$ cat src/rtl/control_botones_pwm.sv
// Front-panel controller: synchronizes and debounces four push buttons and turns
// presses (with hold-to-repeat) into saturating steps of the PWM settings Cf/Cc.
module control_botones_pwm #(
  parameter int unsigned DEB_CYCLES = 500000,
  parameter int unsigned REP_CYCLES = 25000000,
  parameter int unsigned CNT_W      = 26
) (
  input  logic       CLKin,
  input  logic       rst,
  input  logic       btn_f_up,
  input  logic       btn_f_dn,
  input  logic       btn_c_up,
  input  logic       btn_c_dn,
  output logic [3:0] Cf,
  output logic [3:0] Cc,
  output logic       cambio
);

  localparam logic [CNT_W-1:0] DEB_LAST = CNT_W'(DEB_CYCLES - 1);
  localparam logic [CNT_W-1:0] REP_LAST = CNT_W'((REP_CYCLES > 0) ? (REP_CYCLES - 1) : 0);
  localparam bit               REP_EN   = (REP_CYCLES > 0);
  localparam logic [CNT_W-1:0] CNT_ONE  = CNT_W'(1);

  localparam logic [3:0] CF_MIN = 4'd1;
  localparam logic [3:0] CF_MAX = 4'd8;
  localparam logic [3:0] CC_MIN = 4'd0;
  localparam logic [3:0] CC_MAX = 4'd8;

  // Button order: 0 f_up, 1 f_dn, 2 c_up, 3 c_dn
  logic [3:0] raw;
  logic [3:0] step;
  logic [3:0] cf_next;
  logic [3:0] cc_next;

  assign raw = {btn_c_dn, btn_c_up, btn_f_dn, btn_f_up};

  for (genvar g = 0; g < 4; g++) begin : g_btn
    logic             s1;
    logic             s2;
    logic             deb;
    logic             deb_q;
    logic             rep_q;
    logic [CNT_W-1:0] dcnt;
    logic [CNT_W-1:0] rcnt;

    always_ff @(posedge CLKin) begin
      if (rst) begin
        s1    <= 1'b0;
        s2    <= 1'b0;
        deb   <= 1'b0;
        deb_q <= 1'b0;
        dcnt  <= '0;
      end else begin
        s1    <= raw[g];
        s2    <= s1;
        deb_q <= deb;
        if (s2 == deb) begin
          dcnt <= '0;
        end else if (dcnt == DEB_LAST) begin
          deb  <= ~deb;
          dcnt <= '0;
        end else begin
          dcnt <= dcnt + CNT_ONE;
        end
      end
    end

    // Repeat request is registered so that it lands REP_CYCLES after the
    // initial step; it is gated with deb so a release never yields a step.
    always_ff @(posedge CLKin) begin
      if (rst || !REP_EN || !deb) begin
        rcnt  <= '0;
        rep_q <= 1'b0;
      end else if (rcnt == REP_LAST) begin
        rcnt  <= '0;
        rep_q <= 1'b1;
      end else begin
        rcnt  <= rcnt + CNT_ONE;
        rep_q <= 1'b0;
      end
    end

    assign step[g] = deb & (~deb_q | rep_q);
  end

  always_comb begin
    cf_next = Cf;
    cc_next = Cc;
    if (step[0] && !step[1]) begin
      if (Cf < CF_MAX) cf_next = Cf + 4'd1;
    end else if (step[1] && !step[0]) begin
      if (Cf > CF_MIN) cf_next = Cf - 4'd1;
    end
    if (step[2] && !step[3]) begin
      if (Cc < CC_MAX) cc_next = Cc + 4'd1;
    end else if (step[3] && !step[2]) begin
      if (Cc > CC_MIN) cc_next = Cc - 4'd1;
    end
  end

  always_ff @(posedge CLKin) begin
    if (rst) begin
      Cf     <= CF_MIN;
      Cc     <= CC_MIN;
      cambio <= 1'b0;
    end else begin
      Cf     <= cf_next;
      Cc     <= cc_next;
      cambio <= (cf_next != Cf) || (cc_next != Cc);
    end
  end

endmodule
$ cat config.mk
export PLATFORM = sky130hd
export DESIGN_NAME = control_botones_pwm
export DESIGN_NICKNAME = d
export VERILOG_FILES = /design/src/rtl/control_botones_pwm.sv
export SDC_FILE = /design/constraint.sdc
export NUM_CORES = 1
export LEC_CHECK = 0
export BUFFER_PORTS_ARGS = -buffer_cell sky130_fd_sc_hd__buf_4
export CORE_ASPECT_RATIO = 0.5
export CORE_MARGIN = 5
export CORE_UTILIZATION = 57
export DETAILED_ROUTE_END_ITERATION = 12
export GPL_ROUTABILITY_DRIVEN = 0
export PLACE_DENSITY = 0.81
export SYNTH_ARGS = -nofsm -noshare
export SYNTH_HDL_FRONTEND = slang
export SYNTH_SLANG_ARGS = --single-unit
$ cat constraint.sdc
create_clock -name CLKin -period 2.9 [get_ports CLKin]
set_clock_uncertainty 0.15 [all_clocks]
set_input_delay 0.58 -clock CLKin [delete_from_list [all_inputs] [get_ports CLKin]]
set_output_delay 0.58 -clock CLKin [all_outputs]
set_load 0.05 [all_outputs]
* After elaboration in Yosys (flattened, before gate mapping)
Cells that the tools add are included.
Storage, ports and cells: register bits after elaboration 237, input port bits 6, output and inout port bits 9, logic and storage cells 122
Cells by class: magnitude comparators 4, mux-type cells 12, $add $sub $neg 12, equal/unequal tests 14, bitwise gates (word level) 20, reduce and logical (&&, ||, !) cells 29
Operator list (count):
- adder 26 x 1 -> 26 bit, second input constant | 8
- == test 26 x 19 -> 1 bit, second input constant | 4
- == test 26 x 25 -> 1 bit, second input constant | 4
- two-way mux 4 bit | 8
- inverter 1 bit | 12
- OR reduction 3 bit | 4
- adder 4 x 1 -> 4 bit, second input constant | 2
- greater-than comparator 4 x 1 -> 1 bit, second input constant | 2
- logical NOT 1 bit | 8
- less-than comparator 4 bit, second input constant | 2
- != test 4 bit | 2
- AND reduction 2 bit | 4
- OR reduction 2 bit | 4
- subtractor 4 x 1 -> 4 bit, second input constant | 2
- logical OR 1 bit | 5
- bitwise AND 1 bit | 4
- == test 1 bit | 4
- logical AND 1 bit | 4
- two-way mux 1 bit | 4
- OR 1 bit | 4

* Depth between registers and ports, before layout
Gate-level depths: netlist of the first run.
word-level depth 9, mapped depth 8, gate-level depth less buffers 7

* Worst setup path after synthesis of the first run
OpenSTA, ideal clock, no wires.
path kind reg2reg, from reg Cf[1], to reg Cf[0], buffers on the path 0, data arrival time 1777 ps, library setup time 118 ps, clock period less this slack 2044 ps, setup slack 856 ps, data required time 2632 ps, stages on the path, launching flop included 8, path through dfxtp_1 > inv_1 > ha_1 > o21bai_1 > nor2_1 > o22ai_1 > xnor2_1 > nand2_1
Between the ends: cells in the longest elaborated chain, start to end 4, elaborated cells on any way between the ends 6, those cells by class 2 x order compare; 4 x mux
Ends and longest elaborated chain:
- from (decl) | line 14 | output logic [3:0] Cf,
- from (signal assigned) | line 107 | Cf <= cf_next;
- greater-than comparator 4 x 1 -> 1 bit | line 92 | if (Cf > CF_MIN) cf_next = Cf - 4'd1;
- two-way mux 4 bit | line 92
- two-way mux 4 bit | line 91 | end else if (step[1] && !step[0]) begin
- two-way mux 4 bit (*) | line 89 | if (step[0] && !step[1]) begin
Every way passes the cells marked *; elsewhere a longest branch is shown, timed or not. A chain may end at the register's enable or synchronous reset.

* Worst setup path in the final report of the first run
from reg g_btn[1].dcnt[0], to reg g_btn[1].dcnt[17]
Between the ends: cells in the longest elaborated chain, start to end 2, elaborated cells on any way between the ends 3, those cells by class 1 x add/sub; 1 x eq/ne; 1 x reduce/logical
Ends and longest elaborated chain:
- from (decl) | line 43 | logic [CNT_W-1:0] dcnt;
- from (signal assigned) | line 63 | dcnt <= dcnt + CNT_ONE;
- branches (longest 2 deep; another with adder 26 x 1 -> 26 bit)
Parallel ways; which one is timed is not known.

==> impl_metrics.tcl, run 1 <==
set metrics [dict create \
    die_w_microns 202 \
    viasPerCell 5.54 \
    endpoint_kind "flop" \
    yosys-top-cells-count "nor2_1 (248), dfxtp_1 (237), xor2_1 (117)" \
    tightest_slew_ps 967 \
    post_route_cells_drive_above_1_share_pct 6.18 \
    synth-compound-area-share_pct 2.46 \
    synth_fp_nets 1193 \
    dr.pass1.iters 5 \
    synthCells 1174 \
    grt_pass1_vias 7689 \
    cp_cell_sequence "ha_1, and4_1, nand4_1, nor4_1, or3_1, buf_4, nor2_1" \
    synth_top_flop_cell "dfxtp_1" \
    rsz0062_at_grt "false" \
    synth_top_area_share_pct 45.3 \
    max_freq_mhz 412 \
    cp-start-kind "flop" \
    postSynth.asyncResetShare_pct 0 \
    final_antenna_net_count 0 \
    clock_path_buffers 3 \
    cts-root-buf "clkbuf_16" \
    dp_cells 1402 \
    yosysWarnings 0 \
    cts_sinks 237 \
    hold_viol 0 \
    slew_viol_final 0 \
    synth-xor-area-share_pct 16.1 \
    cts_made_buffers 21 \
    antennaDiodeCount 0 \
    hold_start "btn_c_dn" \
    drc 0 \
    placeableCoreArea_sq_um 18200 \
    cpMaxStageDelayCell "nor4_1" \
    syn_area_sq_um 10500 \
    ioPinCount 15 \
    die_area_sq_um 21300 \
    clk_latency_ps 500 \
    power_density_nw_per_um2 532 \
    yosysMostFrequentCell "nor2_1" \
    fin_nets 1204 \
    grt_use_total_pct 18.2 \
    cp.arrival_ps 2670 \
    area_delta_synth_final_pct 8.62 \
    vias 7960 \
    crit_fanout 16 \
    relSlewSlack_pct 35.1 \
    yosysSeqAreaShare_pct 45.3 \
    synth_top_family_by_area "simple AND/OR/NAND/NOR gates" \
    fp-row-count 35 \
    synth_edf_count 0 \
    grt_max_degree 27 \
    wl_per_cell_microns 13.6 \
    finalSetupViolations 0 \
    peakVddDrop_mv 0.490 \
    synthSimpleGateAreaFrac_pct 30.6 \
    status "finished clean" \
    grt_pass1_wl_microns 34200 \
    port-buffer-count 14 \
    die_y_microns 106 \
    fin_crit_sh_pct 83.8 \
    yosys.area.top_type "dfxtp_1" \
    cts_hold_buffers 0 \
    wl_microns 19600 \
    antenna_found_initial 0 \
    hpwl_microns 13200 \
    hold_class "in2reg" \
    synthTopCellsByArea "dfxtp_1 (45%), xor2_1 (9.8%), nor2_1 (8.9%), xnor2_1 (6.4%), nand3_1 (4.2%)" \
    synth_mux_area_share_pct 0.574 \
    htree_levels 1 \
    syn_avg_cell_area_sq_um 8.92 \
    power.leakage_nw 3.65 \
    cpPeakStageDelay_ps 400 \
    drt_iter0_markers 493 \
    synth-adder-area-share_pct 1.55 \
    synth_cell_types 58 \
    finalSetupTns_ps 0 \
    crit_required_ps 3140 \
    r2r_start "g_btn[1].dcnt[0]" \
    postCtsSetupRepairBufs 0 \
    grt_overflow_total 0 \
    initial_utilization_pct 57.5 \
    clk_pin_slew_ps 60 \
    fin_cells 1438 \
    startpoint "g_btn[1].dcnt[0]" \
    cts_tree "done" \
    ys_seq_elements 237 \
    fin_crit_ps 2430 \
    cts-resized-gates 0 \
    worstSetupPathType "reg2reg" \
    drv_cap 0 \
]
-- power by group --
group	switching (mW)	internal, mW
Combinational	0.0375	0.0216
Clock	1.16	1.56
Sequential	0.00753	3.26
-- sequential cells by signal (all words and copies together) (netlist names) --
name / cells
g_btn.deb: 4
g_btn.dcnt: 104
cambio: 1
g_btn.s1: 4
Cf: 4
g_btn.s2: 4
g_btn.rep_q: 4
Cc: 4
g_btn.rcnt: 104
g_btn.deb_q: 4
-- metrics by stage --
stage          instance area [sq um]  hold WS (ps)  util [%]  worst slack, ps  power (mW)
4_1_cts                        11400           129      62.4              459        6.11
2_1_floorplan                  10500           264         -              856        3.39
6_report                       11400           144      62.4              471        6.05
3_3_place_gp                   10700           266      58.7              613        3.40
3_5_place_dp                   10700           275      58.7              479        3.40
5_1_grt                        11400           138      62.4              210        6.27
-- kinds of logic (layout without fill, tap and decap cells) --
family | after synthesis | in the layout
compound gates | 37 | 37
xor+xnor | 193 | 193
fa+ha+maj | 13 | 13
buf+inv | 65 | 89
flops | 237 | 237
mux | 6 | 6
simple gates | 623 | 623
-- final timing paths --
path                        to  slack [ps]  cells after the start
min reg2reg        g_btn[2].s2         290                      1
max reg2reg  g_btn[1].dcnt[17]         470                      7
max          g_btn[1].dcnt[17]         470                      7
min                g_btn[3].s1         140                      2
-- final cells by class --
| cell class | instances | area (sq um) |
|---|---|---|
| clock buffers | 35 | 668 |
| clock inverters | 1 | 8.76 |
| fillers | 1472 | 6850 |
| inverters | 32 | 120 |
| multi-input cells | 872 | 5370 |
| flip-flops and latches | 237 | 4740 |
| well taps | 240 | 300 |
| repair buffers | 21 | 158 |
-- worst max-delay path: cells and delay by family, from the launching register on --
family | cells | cell delay, ps
flip-flops | 1 | 370
buffers and inverters | 1 | 290
AND/OR/NAND/NOR | 5 | 1290
adder cells (fa/ha/maj) | 1 | 210
-- cell usage in the layout, fill, tap and decap left out, types with 3 or more instances in the layout --
cell type	Yosys	layout
buf_4	5	21
dfxtp_1	237	237
nor3_2	5	5
a21oi_1	10	10
or3_1	7	7
and3_1	25	25
nor3b_1	4	4
nand4_1	68	68
nand2b_1	3	3
a221oi_1	3	3
nor4_1	21	21
xor2_1	117	117
nor4_4	5	5
nor2b_1	11	11
clkbuf_1	7	5
mux2i_1	6	6
and4_1	16	16
ha_1	13	13
nor2_1	248	248
nand3_1	88	88
nor4_2	3	3
inv_1	32	32
a311oi_1	3	3
o21ai_0	5	5
clkbuf_8	0	9
nor3_1	26	26
clkbuf_16	0	21
or4_4	3	3
nor4b_1	10	10
nand2_1	65	65
xnor2_1	76	76
-- layer usage --
metal | vias to the layer above | share of wire (%) | GRT usage [%]
met4 | 0 | 1.6 | 4.73
li1 | 4045 | - | -
met5 | - | 0 | 0
met3 | 30 | 3.5 | 2.95
met1 | 3761 | 47 | 22.9
met2 | 124 | 48 | 32.6
(Power assumes the default switching activity.)
==> run 2, diff against run 1 <==
--- a/config.mk
+++ b/config.mk
@@ -11,7 +11,7 @@
 export CORE_UTILIZATION = 57
 export DETAILED_ROUTE_END_ITERATION = 12
 export GPL_ROUTABILITY_DRIVEN = 0
-export PLACE_DENSITY = 0.81
+export PLACE_DENSITY = 0.84
 export SYNTH_ARGS = -nofsm -noshare
 export SYNTH_HDL_FRONTEND = slang
 export SYNTH_SLANG_ARGS = --single-unit
==> constraint.sdc (replaced) <==
create_clock -name CLKin -period 2.18 [get_ports CLKin]
set_clock_uncertainty 0.15 [all_clocks]
set_input_delay 0.436 -clock CLKin [delete_from_list [all_inputs] [get_ports CLKin]]
set_output_delay 0.436 -clock CLKin [all_outputs]
set_load 0.05 [all_outputs]
==> run 2 against run 1 <==
Against the previous run:
- global-route usage is 1.5 points higher
- non-clock buffer count grew 23
- total power rose by 40%
- largest cell class unchanged
==> impl_metrics.tcl, run 2 (synthesis results as in run 1) <==
set metrics [dict create \
    status "finished clean" \
    r2r-end "g_btn[3].dcnt[14]" \
    rsz0062_at_grt "false" \
    die_w_microns 202 \
    post_route_cells_drive_above_1_share_pct 8.35 \
    wl_microns 21200 \
    cts-root-buf "clkbuf_16" \
    cts_made_buffers 21 \
    power_density_nw_per_um2 725 \
    drv_cap 0 \
    slew_viol_final 0 \
    grt_max_degree 27 \
    htree_levels 1 \
    endpoint_kind "flop" \
    grt_use_total_pct 19.7 \
    wl_per_cell_microns 14.5 \
    grt_overflow_total 0 \
    seq_area_sq_um 4740 \
    crit_required_ps 2400 \
    area_delta_synth_final_pct 11.9 \
    port-buffer-count 14 \
    antenna_found_initial 0 \
    power.leakage_nw 3.84 \
    max_freq_mhz 489 \
    grt_pass1_wl_microns 36900 \
    hold_viol 0 \
    fin_crit_ps 2050 \
    fin_nets 1227 \
    clk_pin_slew_ps 60 \
    cts_sinks 237 \
    fin_ws_ps 134 \
    worst_hold_path.endpoint "g_btn[1].s1" \
    drt_iter0_markers 541 \
    die_area_sq_um 21300 \
    peakVddDrop_mv 0.563 \
    finalSetupViolations 0 \
    place_ws_ps 129 \
    placeableCoreArea_sq_um 18200 \
    viasPerCell 5.64 \
    worstSetupPathType "reg2reg" \
    finalSetupTns_ps 0 \
    hold_start "btn_f_dn" \
    cp-start-kind "flop" \
    antennaDiodeCount 0 \
    drc 0 \
    r2r_setup_slack_ps 130 \
    crit_fanout 15 \
    clock_path_buffers 3 \
    vias 8241 \
    n_fill_cell 1352 \
    hold_class "in2reg" \
    dr.pass1.iters 5 \
    min_delay_path_depth 2 \
    cp.arrival_ps 2270 \
    final_cell_mix "nor2_1 (248), dfxtp_1 (237), xor2_1 (117)" \
    cts_tree "done" \
    cts_hold_buffers 0 \
    fin_crit_sh_pct 93.9 \
    initial_utilization_pct 57.5 \
    clk_latency_ps 490 \
    relSlewSlack_pct 63.7 \
    multi_input_area_sq_um 5390 \
    mostFrequentLayoutCell "nor2_1" \
    final_antenna_net_count 0 \
    fp-row-count 35 \
    tightest_slew_ps 539 \
    rr_worst_depth 6 \
    grt_pass1_vias 8312 \
    r2r_start "g_btn[3].dcnt[0]" \
    largestRegisters "g_btn.dcnt x104, g_btn.rcnt x104" \
    ioPinCount 15 \
    die_y_microns 106 \
    hpwl_microns 14400 \
]
[run 2: area by class of cell]
class                   count  area share (%)
multi-input cells         872            46.0
flip-flops and latches    237            40.5
clock buffers              27            4.93
repair buffers             44            3.35
well taps                 240            2.56
clock inverters            10            1.57
inverters                  32            1.03
[run 2: what timing repair did]
action | 4_1_cts | 5_1_grt
resized for setup | 0 | 3
setup buffers | 0 | 0
endpoints found under the setup margin | 0 | 36
[run 2: worst max-delay path, cell delays in order, from the launching register on]
cell     delay (ps)
dfxtp_1         400
ha_1            230
nand4_1         290
nor4_2          380
or3_1           180
buf_4           200
nor2_1          100
[run 2: how the worst max path moves through the flow]
stage / slack [ps] / depth (start not counted) / startpoint / to
5_1_grt: 10 / 6 / g_btn[3].dcnt[0] / g_btn[3].dcnt[14]
2_1_floorplan: 140 / 7 / Cf[1] / Cf[0]
3_5_place_dp: 130 / 6 / g_btn[0].rcnt[0] / g_btn[0].rcnt[10]
3_3_place_gp: 200 / 6 / g_btn[3].dcnt[0] / g_btn[3].dcnt[14]
6_report: 130 / 6 / g_btn[3].dcnt[0] / g_btn[3].dcnt[14]
4_1_cts: 110 / 6 / g_btn[0].rcnt[0] / g_btn[0].rcnt[10]
[run 2: report_power, final]
group | internal (mW) | switching (mW) | total (mW)
Sequential | 4.34 | 0.0105 | 4.35
Combinational | 0.0331 | 0.0512 | 0.0843
Clock | 2.47 | 1.59 | 4.06
Total | 6.84 | 1.65 | 8.50
[run 2: metrics by stage]
| stage | area [sq um] | cells | utilization [%] | power, mW | hold WS, ps |
|---|---|---|---|---|---|
| floorplan | 10500 | 1174 | - | 4.50 | 264 |
| global placement | 10900 | 1425 | 60.0 | 4.53 | 271 |
| detailed placement | 10900 | 1425 | 60.0 | 4.53 | 278 |
| CTS | 11700 | 1462 | 64.2 | 8.56 | 10.4 |
| global route | 11700 | 1462 | 64.3 | 8.77 | 9.15 |
| finish | 11700 | 1462 | 64.3 | 8.50 | 27.4 |
[run 2: layer usage]
metal / GRT usage [%] / wire [microns] / share of wire [%]
met3: 2.80 / 700 / 3.3
met1: 23.4 / 9190 / 43
met4: 5.85 / 473 / 2.2
met5: 0 / 0 / 0
met2: 37.1 / 10800 / 51
